$ cat src/rtl/mul_div_unit_if.sv
// Operand, MTHI/MTLO and result bundle between the control unit / register file and mul_div_unit.
interface mul_div_unit_if #(
    parameter int DATA_WIDTH = 32
);
    logic                  i_start;
    logic [1:0]            i_op;
    logic [DATA_WIDTH-1:0] i_a;
    logic [DATA_WIDTH-1:0] i_b;
    logic                  i_hi_we;
    logic                  i_lo_we;
    logic [DATA_WIDTH-1:0] i_wdata;
    logic                  o_busy;
    logic                  o_done;
    logic [DATA_WIDTH-1:0] o_hi;
    logic [DATA_WIDTH-1:0] o_lo;

    modport master (
        output i_start, i_op, i_a, i_b, i_hi_we, i_lo_we, i_wdata,
        input  o_busy, o_done, o_hi, o_lo
    );

    modport slave (
        input  i_start, i_op, i_a, i_b, i_hi_we, i_lo_we, i_wdata,
        output o_busy, o_done, o_hi, o_lo
    );
endinterface

$ cat src/rtl/mul_div_unit.sv
// Iterative one-bit-per-clock HI/LO multiply/divide unit with MTHI/MTLO access.
// Define MUL_DIV_UNIT_DIV_EN to build the divider; otherwise DIV/DIVU run full latency and leave HI/LO as-is.
module mul_div_unit #(
    parameter int DATA_WIDTH = 32
) (
    input  logic          i_clk,
    input  logic          i_rst_n,
    mul_div_unit_if.slave bus
);
    localparam int DW = DATA_WIDTH;
    localparam int CW = $clog2(DATA_WIDTH);

    typedef enum logic [1:0] {
        S_IDLE,
        S_RUN,
        S_FIX
    } state_t;

    state_t         state_q, state_d;
    logic [CW-1:0]  cnt_q, cnt_d;
    logic           is_div_q, is_div_d;
    logic [DW-1:0]  acc_q, acc_d;      // product upper half / partial remainder
    logic [DW-1:0]  low_q, low_d;      // multiplier shifting out, or dividend shifting out / quotient in
    logic [DW-1:0]  opnd_q, opnd_d;    // multiplicand or divisor magnitude
    logic           neg_res_q, neg_res_d;
    logic [DW-1:0]  hi_q, hi_d;
    logic [DW-1:0]  lo_q, lo_d;
    logic           done_q, done_d;

    logic           start_signed;
    logic [DW-1:0]  mag_a;
    logic [DW-1:0]  mag_b;
    logic [DW:0]    mul_sum;
    logic [2*DW-1:0] product;

`ifdef MUL_DIV_UNIT_DIV_EN
    logic           neg_rem_q, neg_rem_d;
    logic           div0_q, div0_d;
    logic [DW:0]    div_shift;
    logic [DW-1:0]  div_diff;
    logic           div_fits;
`endif

    function automatic logic [DW-1:0] magnitude(input logic [DW-1:0] v, input logic is_signed);
        return (is_signed && v[DW-1]) ? (~v + 1'b1) : v;
    endfunction

    assign start_signed = ~bus.i_op[0];
    assign mag_a        = magnitude(bus.i_a, start_signed);
    assign mag_b        = magnitude(bus.i_b, start_signed);

    assign mul_sum = {1'b0, acc_q} + (low_q[0] ? {1'b0, opnd_q} : {(DW+1){1'b0}});
    assign product = neg_res_q ? (~{acc_q, low_q} + 1'b1) : {acc_q, low_q};

`ifdef MUL_DIV_UNIT_DIV_EN
    // The true difference is always below the divisor when it is kept, so DW bits suffice.
    assign div_shift = {acc_q, low_q[DW-1]};
    assign div_fits  = (div_shift >= {1'b0, opnd_q});
    assign div_diff  = div_shift[DW-1:0] - opnd_q;
`endif

    always_comb begin
        state_d   = state_q;
        cnt_d     = cnt_q;
        is_div_d  = is_div_q;
        acc_d     = acc_q;
        low_d     = low_q;
        opnd_d    = opnd_q;
        neg_res_d = neg_res_q;
        hi_d      = hi_q;
        lo_d      = lo_q;
        done_d    = 1'b0;
`ifdef MUL_DIV_UNIT_DIV_EN
        neg_rem_d = neg_rem_q;
        div0_d    = div0_q;
`endif

        unique case (state_q)
            S_IDLE: begin
                if (bus.i_start) begin
                    state_d   = S_RUN;
                    cnt_d     = '0;
                    is_div_d  = bus.i_op[1];
                    acc_d     = '0;
                    low_d     = bus.i_op[1] ? mag_a : mag_b;
                    opnd_d    = bus.i_op[1] ? mag_b : mag_a;
                    neg_res_d = start_signed & (bus.i_a[DW-1] ^ bus.i_b[DW-1]);
`ifdef MUL_DIV_UNIT_DIV_EN
                    neg_rem_d = start_signed & bus.i_a[DW-1];
                    div0_d    = (bus.i_b == '0);
`endif
                end else begin
                    if (bus.i_hi_we) hi_d = bus.i_wdata;
                    if (bus.i_lo_we) lo_d = bus.i_wdata;
                end
            end

            S_RUN: begin
                if (!is_div_q) begin
                    acc_d = mul_sum[DW:1];
                    low_d = {mul_sum[0], low_q[DW-1:1]};
                end else begin
`ifdef MUL_DIV_UNIT_DIV_EN
                    if (div_fits) begin
                        acc_d = div_diff;
                        low_d = {low_q[DW-2:0], 1'b1};
                    end else begin
                        acc_d = div_shift[DW-1:0];
                        low_d = {low_q[DW-2:0], 1'b0};
                    end
`endif
                end
                cnt_d = cnt_q + 1'b1;
                if (cnt_q == CW'(DW - 1)) begin
                    state_d = S_FIX;
                    cnt_d   = '0;
                end
            end

            S_FIX: begin
                state_d = S_IDLE;
                done_d  = 1'b1;
                if (!is_div_q) begin
                    hi_d = product[2*DW-1:DW];
                    lo_d = product[DW-1:0];
                end else begin
`ifdef MUL_DIV_UNIT_DIV_EN
                    // Divide by zero leaves the dividend as remainder; sign fix-up restores the original rs.
                    lo_d = div0_q    ? '1 : (neg_res_q ? (~low_q + 1'b1) : low_q);
                    hi_d = neg_rem_q ? (~acc_q + 1'b1) : acc_q;
`endif
                end
            end

            default: state_d = S_IDLE;
        endcase
    end

    always_ff @(posedge i_clk or negedge i_rst_n) begin
        if (!i_rst_n) begin
            state_q   <= S_IDLE;
            cnt_q     <= '0;
            is_div_q  <= 1'b0;
            acc_q     <= '0;
            low_q     <= '0;
            opnd_q    <= '0;
            neg_res_q <= 1'b0;
            hi_q      <= '0;
            lo_q      <= '0;
            done_q    <= 1'b0;
`ifdef MUL_DIV_UNIT_DIV_EN
            neg_rem_q <= 1'b0;
            div0_q    <= 1'b0;
`endif
        end else begin
            state_q   <= state_d;
            cnt_q     <= cnt_d;
            is_div_q  <= is_div_d;
            acc_q     <= acc_d;
            low_q     <= low_d;
            opnd_q    <= opnd_d;
            neg_res_q <= neg_res_d;
            hi_q      <= hi_d;
            lo_q      <= lo_d;
            done_q    <= done_d;
`ifdef MUL_DIV_UNIT_DIV_EN
            neg_rem_q <= neg_rem_d;
            div0_q    <= div0_d;
`endif
        end
    end

    assign bus.o_busy = (state_q != S_IDLE);
    assign bus.o_done = done_q;
    assign bus.o_hi   = hi_q;
    assign bus.o_lo   = lo_q;

endmodule

$ cat src/flat_wrapper.sv
// flat-port wrapper written by rule: the top's interface ports become plain ports
module mul_div_unit_flat 
#(
    parameter int DATA_WIDTH = 32
)
  (i_clk, i_rst_n, bus_i_start, bus_i_op, bus_i_a, bus_i_b, bus_i_hi_we, bus_i_lo_we, bus_i_wdata, bus_o_busy, bus_o_done, bus_o_hi, bus_o_lo);
  mul_div_unit_if #(.DATA_WIDTH(DATA_WIDTH)) bus_i ();
  input  logic i_clk;
  input  logic i_rst_n;
  input wire logic [$bits(bus_i.i_start)-1:0] bus_i_start;
  input wire logic [$bits(bus_i.i_op)-1:0] bus_i_op;
  input wire logic [$bits(bus_i.i_a)-1:0] bus_i_a;
  input wire logic [$bits(bus_i.i_b)-1:0] bus_i_b;
  input wire logic [$bits(bus_i.i_hi_we)-1:0] bus_i_hi_we;
  input wire logic [$bits(bus_i.i_lo_we)-1:0] bus_i_lo_we;
  input wire logic [$bits(bus_i.i_wdata)-1:0] bus_i_wdata;
  output wire logic [$bits(bus_i.o_busy)-1:0] bus_o_busy;
  output wire logic [$bits(bus_i.o_done)-1:0] bus_o_done;
  output wire logic [$bits(bus_i.o_hi)-1:0] bus_o_hi;
  output wire logic [$bits(bus_i.o_lo)-1:0] bus_o_lo;
  assign bus_i.i_start = bus_i_start;
  assign bus_i.i_op = bus_i_op;
  assign bus_i.i_a = bus_i_a;
  assign bus_i.i_b = bus_i_b;
  assign bus_i.i_hi_we = bus_i_hi_we;
  assign bus_i.i_lo_we = bus_i_lo_we;
  assign bus_i.i_wdata = bus_i_wdata;
  assign bus_o_busy = bus_i.o_busy;
  assign bus_o_done = bus_i.o_done;
  assign bus_o_hi = bus_i.o_hi;
  assign bus_o_lo = bus_i.o_lo;
  mul_div_unit #(.DATA_WIDTH(DATA_WIDTH)) u_core (.i_clk(i_clk), .i_rst_n(i_rst_n), .bus(bus_i));
endmodule
$ cat config.mk
export PLATFORM = sky130hd
export DESIGN_NAME = mul_div_unit_flat
export DESIGN_NICKNAME = d
export VERILOG_FILES = /design/src/rtl/mul_div_unit_if.sv /design/src/rtl/mul_div_unit.sv /design/src/flat_wrapper.sv
export SDC_FILE = /design/constraint.sdc
export NUM_CORES = 1
export LEC_CHECK = 0
export CAP_MARGIN = 20
export CORE_ASPECT_RATIO = 2
export CORE_UTILIZATION = 30
export CTS_CLUSTER_DIAMETER = 40
export CTS_CLUSTER_SIZE = 30
export DETAILED_ROUTE_END_ITERATION = 10
export GPL_ROUTABILITY_DRIVEN = 1
export PLACE_DENSITY_LB_ADDON = 0.25
export SLEW_MARGIN = 40
export SYNTH_ARGS = -nofsm -noshare
export SYNTH_HDL_FRONTEND = slang
export SYNTH_SLANG_ARGS = --single-unit
$ cat constraint.sdc
create_clock -name i_clk -period 7.6 [get_ports i_clk]
set_clock_uncertainty 0.15 [all_clocks]
set_input_delay 2.28 -clock i_clk [delete_from_list [all_inputs] [get_ports i_clk]]
set_output_delay 2.28 -clock i_clk [all_outputs]
set_load 0.1 [all_outputs]
==> summary.md <==
| Metric | Value |
|---|---|
| Outcome | `finished, final reports clean` |
| Core box area | `39400 um^2` |
| Clock latency on the worst-skew pair | `about 460 ps` |
| Highest Signal Layer | `met4` |
| Async SR Flop Fraction | `1.00` |
| Vias in the first global route | `11100` |
| CP startpoint kind | `input port` |
| Crit path kind | `in2reg` |
| Num rows | `103` |
| Mux cell area share after synthesis | `0.0114` |
| Tot Pwr | `0.00687 W` |
| Postcts setup bufs | `0` |
| Largest area contributor in the netlist | `dfrtp_1` |
| Logic pwr share | `0.592` |
| RSZ-0062 raised after global routing | `no` |
| TritonCTS clock tree | `built` |
| Critical Path Start | `bus_i_a[11]` |
| Antenna Nets Post-Route | `0` |
| Sw Pwr | `0.00389 W` |
| Hold Path Cell Cnt | `2` |
| CP delay by family, top | `simple AND/OR/NAND/NOR gates` |
| Compound-Gate Fraction of Synth Area | `0.255` |
| Slowest stage delay, CP | `570 ps` |
| Worst path depth | `9` |
| Internal | `0.00299 W` |
| Net count, final | `1716` |
| I/O pin total | `169` |
| Clk pwr share | `0.130` |
| Main combinational cell family by area after synthesis | `compound AO/OA/AOI/OAI gates` |
| DIE HEIGHT | `around 280 um` |
| Syn_nets | `1599` |
| Hold path start | `u_core.bus.o_lo[31]` |
| Clk sinks | `170` |
| GRT Util Overall | `0.213` |
| Post-cts repair resize count | `0` |
| Largest net degree at the start of global routing | `83` |
| Die width | `143 um` |
| Worst reg2reg path startpoint | `u_core.low_q[0]` |
| Register area share after synthesis | `0.354` |
| Pwr/cell area | `about 480 nW/um^2` |
| Die Area | `40900 um^2` |
| Peak VDD IR | `271 uV` |
| Post-synth EDFFs | `0` |
| Area grow syn2layout | `20.2%` |
| # DRC | `0` |
| CP Capture Type | `flip-flop` |
| Top post-synthesis cells by count | `nand2_1 (182), dfrtp_1 (170), o21ai_0 (170), nor2_1 (124), a21oi_1 (108)` |
| Switching Fraction | `0.566` |
| R2r worst-path depth | `12` |
| Data arrival, critical path | `5250 ps` |
| Post-Synth XOR/XNOR Area | `0.106` |
| Starting density of the core | `0.304` |
| Clk pin slew, worst setup/hold paths | `approximately 70 ps` |
| Initial antenna violation count | `0` |
| Fin crit share | `0.661` |
| Leakage | `6.05 nW` |
| Syn Std Cell Area | `12000 um^2` |
| CP required | `7820 ps` |
| Layout cells sized above 1 | `0.0938` |
| MaxCap Viol Count | `0` |
| Syn. warnings | `0` |
| Seq pwr share | `0.278` |
| Synth Area in Simple Gates | `0.198` |
| Wl on met1 | `about 17 mm` |
| Via count | `11400` |
| Worst-case clock buffer depth | `2` |
| Top-count cell post-synth | `nand2_1` |
| Slew HR | `0.463` |
| Fillers | `around 4200` |
| Crit-path cells | `clkdlybuf4s50_1, or4_1, nor4_1, and3_1, nand3_1, o31ai_1, xor2_1, mux2_2, o21ai_0` |
| Initial DRT Pass Iterations | `5` |
| Starting DRT DRC Count | `602` |
| Average cell area after synthesis | `8.23 um^2` |
| Tightest Pin Transition | `805 ps` |
| Crit path buf inv count | `1` |
| Post-CTS Hold Buffers | `0` |
| Slowest cell on the critical path | `or4_1` |
| H-tree depth | `4` |
| Max Clk Rate | `approximately 200 MHz` |
| Synth area leaders | `dfrtp_1 (35%), o21ai_0 (7.1%), nand2_1 (5.7%), xor2_1 (5.5%), xnor2_1 (5.0%)` |
| Clk root buf | `clkbuf_16` |
| Met3 wire length | `1.51 mm` |
| Synth unique cells | `69` |
| Final WL | `between 40 and 50 mm` |
| Fin. Hold Viols | `0` |
| Hold WC Path Type | `reg2reg` |
| Commonest register cell after synthesis | `dfrtp_1` |
| Seq cells post-synth | `170` |
| Port bufs | `about 170` |
| Vias per std cell | `5.37` |
| Post-detail-place hpwl | `34.3 mm` |
| Global-route wire length before repair | `65.3 mm` |
| Fin crit period | `around 5000 ps` |
| CTS Buf Count | `17` |
| Post-Synth Adder-Cell Area | `0.0402` |
| WL per Instance | `just over 20 um` |
| Final number of max-transition violations | `0` |
| Total grt overflow | `0` |
| Setup TNS | `0 ps` |
| Syn Inst Count | `1458` |
| Final Setup Violations | `0` |
| GP Congestion | `0.897` |
| Post-synth top area share | `0.354` |
| ANT cells | `0` |
| Crit path max fanout | `7` |
| DR WL met2 | `22.9 mm` |
-- sequential cells by signal, indices dropped and copies added, names as in the netlist, 2 cells and up --
register and count:
u_core.low_q 32, u_core.bus.o_lo 32, u_core.bus.o_hi 32, u_core.state_q 2
u_core.acc_q 32, u_core.opnd_q 32, u_core.cnt_q 5
-- cells by family after synthesis --
family / after synthesis
muxes: 13
and+or+nand+nor: 492
AOI/OAI and AO/OA: 489
buffers and inverters: 111
xor gates and xnor gates: 145
adders and majority gates: 38
DFF: 170
-- metal layers --
metal / vias up / global-route usage
met1: 5461 / 0.235
met4: 0 / 0.105
met5: - / 0
met2: 315 / 0.392
met3: 69 / 0.0289
li1: 5509 / -
-- layout make-up --
type | instances | area [um^2] | area share
Tap cell | 525 | 657 | 0.0455
Clock inverter | 14 | 154 | 0.0107
Inverter | 23 | 86.3 | 0.00598
Multi-Input combinational cell | 1177 | 7350 | 0.509
Sequential cell | 170 | 4260 | 0.295
Clock buffer | 18 | 439 | 0.0304
Timing Repair Buffer | 186 | 1490 | 0.103
-- stage by stage --
step	setup slack [ps]	area, um^2	utilization	hold slack, ps	std cells
floorplan	2870	12000	-	281	1458
global placement	2030	14200	0.359	309	2081
detailed placement	1960	13800	0.351	306	2081
CTS	2440	14400	0.366	322	2113
global route	2370	14400	0.366	349	2113
finish	2570	14400	0.366	321	2113
-- final timing paths --
path / endpoint / slack [ps]
setup / recovery: u_core.low_q[29] / 2570
hold / removal: u_core.bus.o_lo[31] / 320
setup reg to reg: u_core.acc_q[31] / 3970
hold reg to reg: u_core.bus.o_lo[31] / 320
max in group asynchronous: u_core.low_q[0] / 4330
min in group asynchronous: u_core.acc_q[25] / 1690
-- cell usage in the layout (no fill, tap or decap), types with 15 or more instances in the layout --
cell type / count
dfrtp_1: 168
xor2_1: 76
a21o_1: 22
nand2_1: 181
or3_1: 18
o31ai_1: 35
xnor2_1: 69
o41ai_1: 17
inv_1: 22
buf_4: 18
a22oi_1: 30
clkbuf_16: 17
nor3_1: 15
clkdlybuf4s50_1: 100
o21ai_0: 170
and3_1: 16
buf_2: 67
nor2_1: 122
a21oi_1: 108
ha_1: 37
and2_1: 38
nand3_1: 22
nand2b_1: 18
o221ai_1: 26
-- power groups by stage --
stage | sequential, W | combinational (W) | clock, W
floorplan | 0.00294 | 0.00195 | 0
global route | 0.00196 | 0.00440 | 0.000945
CTS | 0.00191 | 0.00409 | 0.000916
detailed placement | 0.00193 | 0.00408 | 0
global placement | 0.00192 | 0.00422 | 0
finish | 0.00191 | 0.00407 | 0.000893
-- tightest hold or removal path, stage by stage (launching register included) --
cell and delay [ps]:
dfrtp_1 340, nand2_1 50, nand2_1 50
Power figures use the tool's default switching activity.
==> edit, RTL diff (same flow settings) <==
`DATA_WIDTH` is set to 32 in 3 places; all go to 64.
--- a/src/rtl/mul_div_unit_if.sv
+++ b/src/rtl/mul_div_unit_if.sv
@@ -1,6 +1,6 @@
 // Operand, MTHI/MTLO and result bundle between the control unit / register file and mul_div_unit.
 interface mul_div_unit_if #(
-    parameter int DATA_WIDTH = 32
+    parameter int DATA_WIDTH = 64
 );
     logic                  i_start;
     logic [1:0]            i_op;
--- a/src/rtl/mul_div_unit.sv
+++ b/src/rtl/mul_div_unit.sv
@@ -1,7 +1,7 @@
 // Iterative one-bit-per-clock HI/LO multiply/divide unit with MTHI/MTLO access.
 // Define MUL_DIV_UNIT_DIV_EN to build the divider; otherwise DIV/DIVU run full latency and leave HI/LO as-is.
 module mul_div_unit #(
-    parameter int DATA_WIDTH = 32
+    parameter int DATA_WIDTH = 64
 ) (
     input  logic          i_clk,
     input  logic          i_rst_n,
--- a/src/flat_wrapper.sv
+++ b/src/flat_wrapper.sv
@@ -1,7 +1,7 @@
 // flat-port wrapper written by rule: the top's interface ports become plain ports
 module mul_div_unit_flat 
 #(
-    parameter int DATA_WIDTH = 32
+    parameter int DATA_WIDTH = 64
 )
   (i_clk, i_rst_n, bus_i_start, bus_i_op, bus_i_a, bus_i_b, bus_i_hi_we, bus_i_lo_we, bus_i_wdata, bus_o_busy, bus_o_done, bus_o_hi, bus_o_lo);
   mul_div_unit_if #(.DATA_WIDTH(DATA_WIDTH)) bus_i ();
Interface: changed (5 resized); port bits go from 169 to 329. The function was not compared with the original's and may differ.
==> edit against the original RTL <==
- synthesized area increased by 100%
- setup slack got worse by 630 ps
- final area increased by 100%
- register-to-register slack got worse by 1400 ps
- power increased by 74%
- sequential cell count increased by 161
- fmax decreased by 11%
- final cell count increased by 100%
- wire length increased by 130%
- global-route usage increased by 2.3 points
- critical endpoint is now u_core.low_q[56]
==> edit: results (changes against the original RTL) <==
| Metric | Value |
|---|---|
| Vias per Instance | 5.454 (was 5.373) |
| Clkbuf count | 43 (was 18) |
| Reg area | 8287 um^2 (was 4257 um^2) |
| Place WS | 1350 ps (was 1959 ps) |
| Vias in the first global route | 23,371 (was 11,050) |
| Clock network area share | 4.793% (was 4.110%) |
| Die W | 203.0 um (was 143.4 um) |
| Crit path largest cell delay | 620 ps (was 570 ps) |
| P_clk | 0.00206 W (was 0.000893 W) |
| Global-route wire length before repair | 147.4 mm (was 65.26 mm) |
| Met2 Use GR | 40.71% (was 39.16%) |
| DR WL met2 | 47.11 mm (was 22.94 mm) |
| Peak supply drop | 0.1907 mV (was 0.2712 mV) |
| DP Cell Count | 4,247 (was 2,081) |
| Inverter count | 41 (was 23) |
| Final HPWL DP | 78.17 mm (was 34.34 mm) |
| Drt wl/cell | 22.66 um (was 20.37 um) |
| Post-Syn Nets | 3,309 (was 1,599) |
| Non-clock buffer count | 366 (was 186) |
| GPL Wtd Cong | 0.9920 (was 0.8972) |
| Critical path fanouts, max | 5 (was 7) |
| DP Area | 27,790 um^2 (was 13,830 um^2) |
| Seq/Total Area, Yosys | 34.17% (was 35.44%) |
| Run status | finished, final reports clean (unchanged) |
| Fill count | 8,617 (was 4,163) |
| Met1 global-route usage | 29.89% (was 23.54%) |
| Post-Syn Instances | 3,041 (was 1,458) |
| Comb_multi_in | 2,467 (was 1,177) |
| Initial DRC Count | 1,540 (was 602) |
| Largest net degree at the start of global routing | 131 (was 83) |
| Pint | 0.005464 W (was 0.002986 W) |
| Leak | 11.90 nW (was 6.055 nW) |
| Comb pwr | 0.00631 W (was 0.00407 W) |
| FF+latch count, synth | 331 (was 170) |
| Commonest cells in the netlist | nand2_1 (390), dfrtp_1 (331), nor2_1 (318) (was nand2_1 (182), dfrtp_1 (170), o21ai_0 (170)) |
| TritonCTS Buffers | 40 (was 17) |
| Multi-input combinational area share | 51.60% (was 50.95%) |
| Met3 usage | 2.206% (was 2.888%) |
| Footprint of the multi-input gates | 15,090 um^2 (was 7352 um^2) |
| M1 WL | 41.93 mm (was 16.58 mm) |
| Slew HR | 42.26% (was 46.32%) |
| Clk pwr share | 17.2% (was 13.0%) |
| Final-layout non-clock buffer area share | 10.27% (was 10.29%) |
| Slowest cell on the critical path | nor4_1 (was or4_1) |
| GRT Util Overall | 23.64% (was 21.32%) |
| Port-buffer cells | 328 (was 168) |
| Antenna diodes | 1 (was 0) |
| Worst Path Arrival | 5980 ps (was 5250 ps) |
| Clk Latency, worst-skew pair | 580 ps (was 460 ps) |
| WL final | 97.90 mm (was 43.03 mm) |
| Unique masters post-synth | 84 (was 69) |
==> edit: final timing paths <==
path / start / to / slack (ps) / depth (start not counted)
worst min-delay path: u_core.bus.o_hi[50] / u_core.bus.o_hi[50] / 320 / 2
worst max register to register: u_core.low_q[0] / u_core.acc_q[55] / 2550 / 15
min in group asynchronous: i_rst_n / u_core.bus.o_hi[52] / 1480 / 1
max in group asynchronous: i_rst_n / u_core.acc_q[11] / 4750 / 2
worst min register to register: u_core.bus.o_hi[50] / u_core.bus.o_hi[50] / 320 / 2
worst max-delay path: bus_i_b[0] / u_core.low_q[56] / 1940 / 13
==> edit: kinds of logic (layout without fill, tap and decap cells) <==
kind of cell / Yosys count / after routing / share of synthesized area (%)
flops: 331 / 331 / 34.17
simple gates: 1099 / 1099 / 21.39
compound gates: 980 / 980 / 25.33
xor+xnor: 305 / 305 / 11.02
other cells: 0 / 1 / 0
mux: 14 / 14 / 0.6091
buf+inv: 243 / 479 / 3.882
fa+ha+maj: 69 / 69 / 3.593
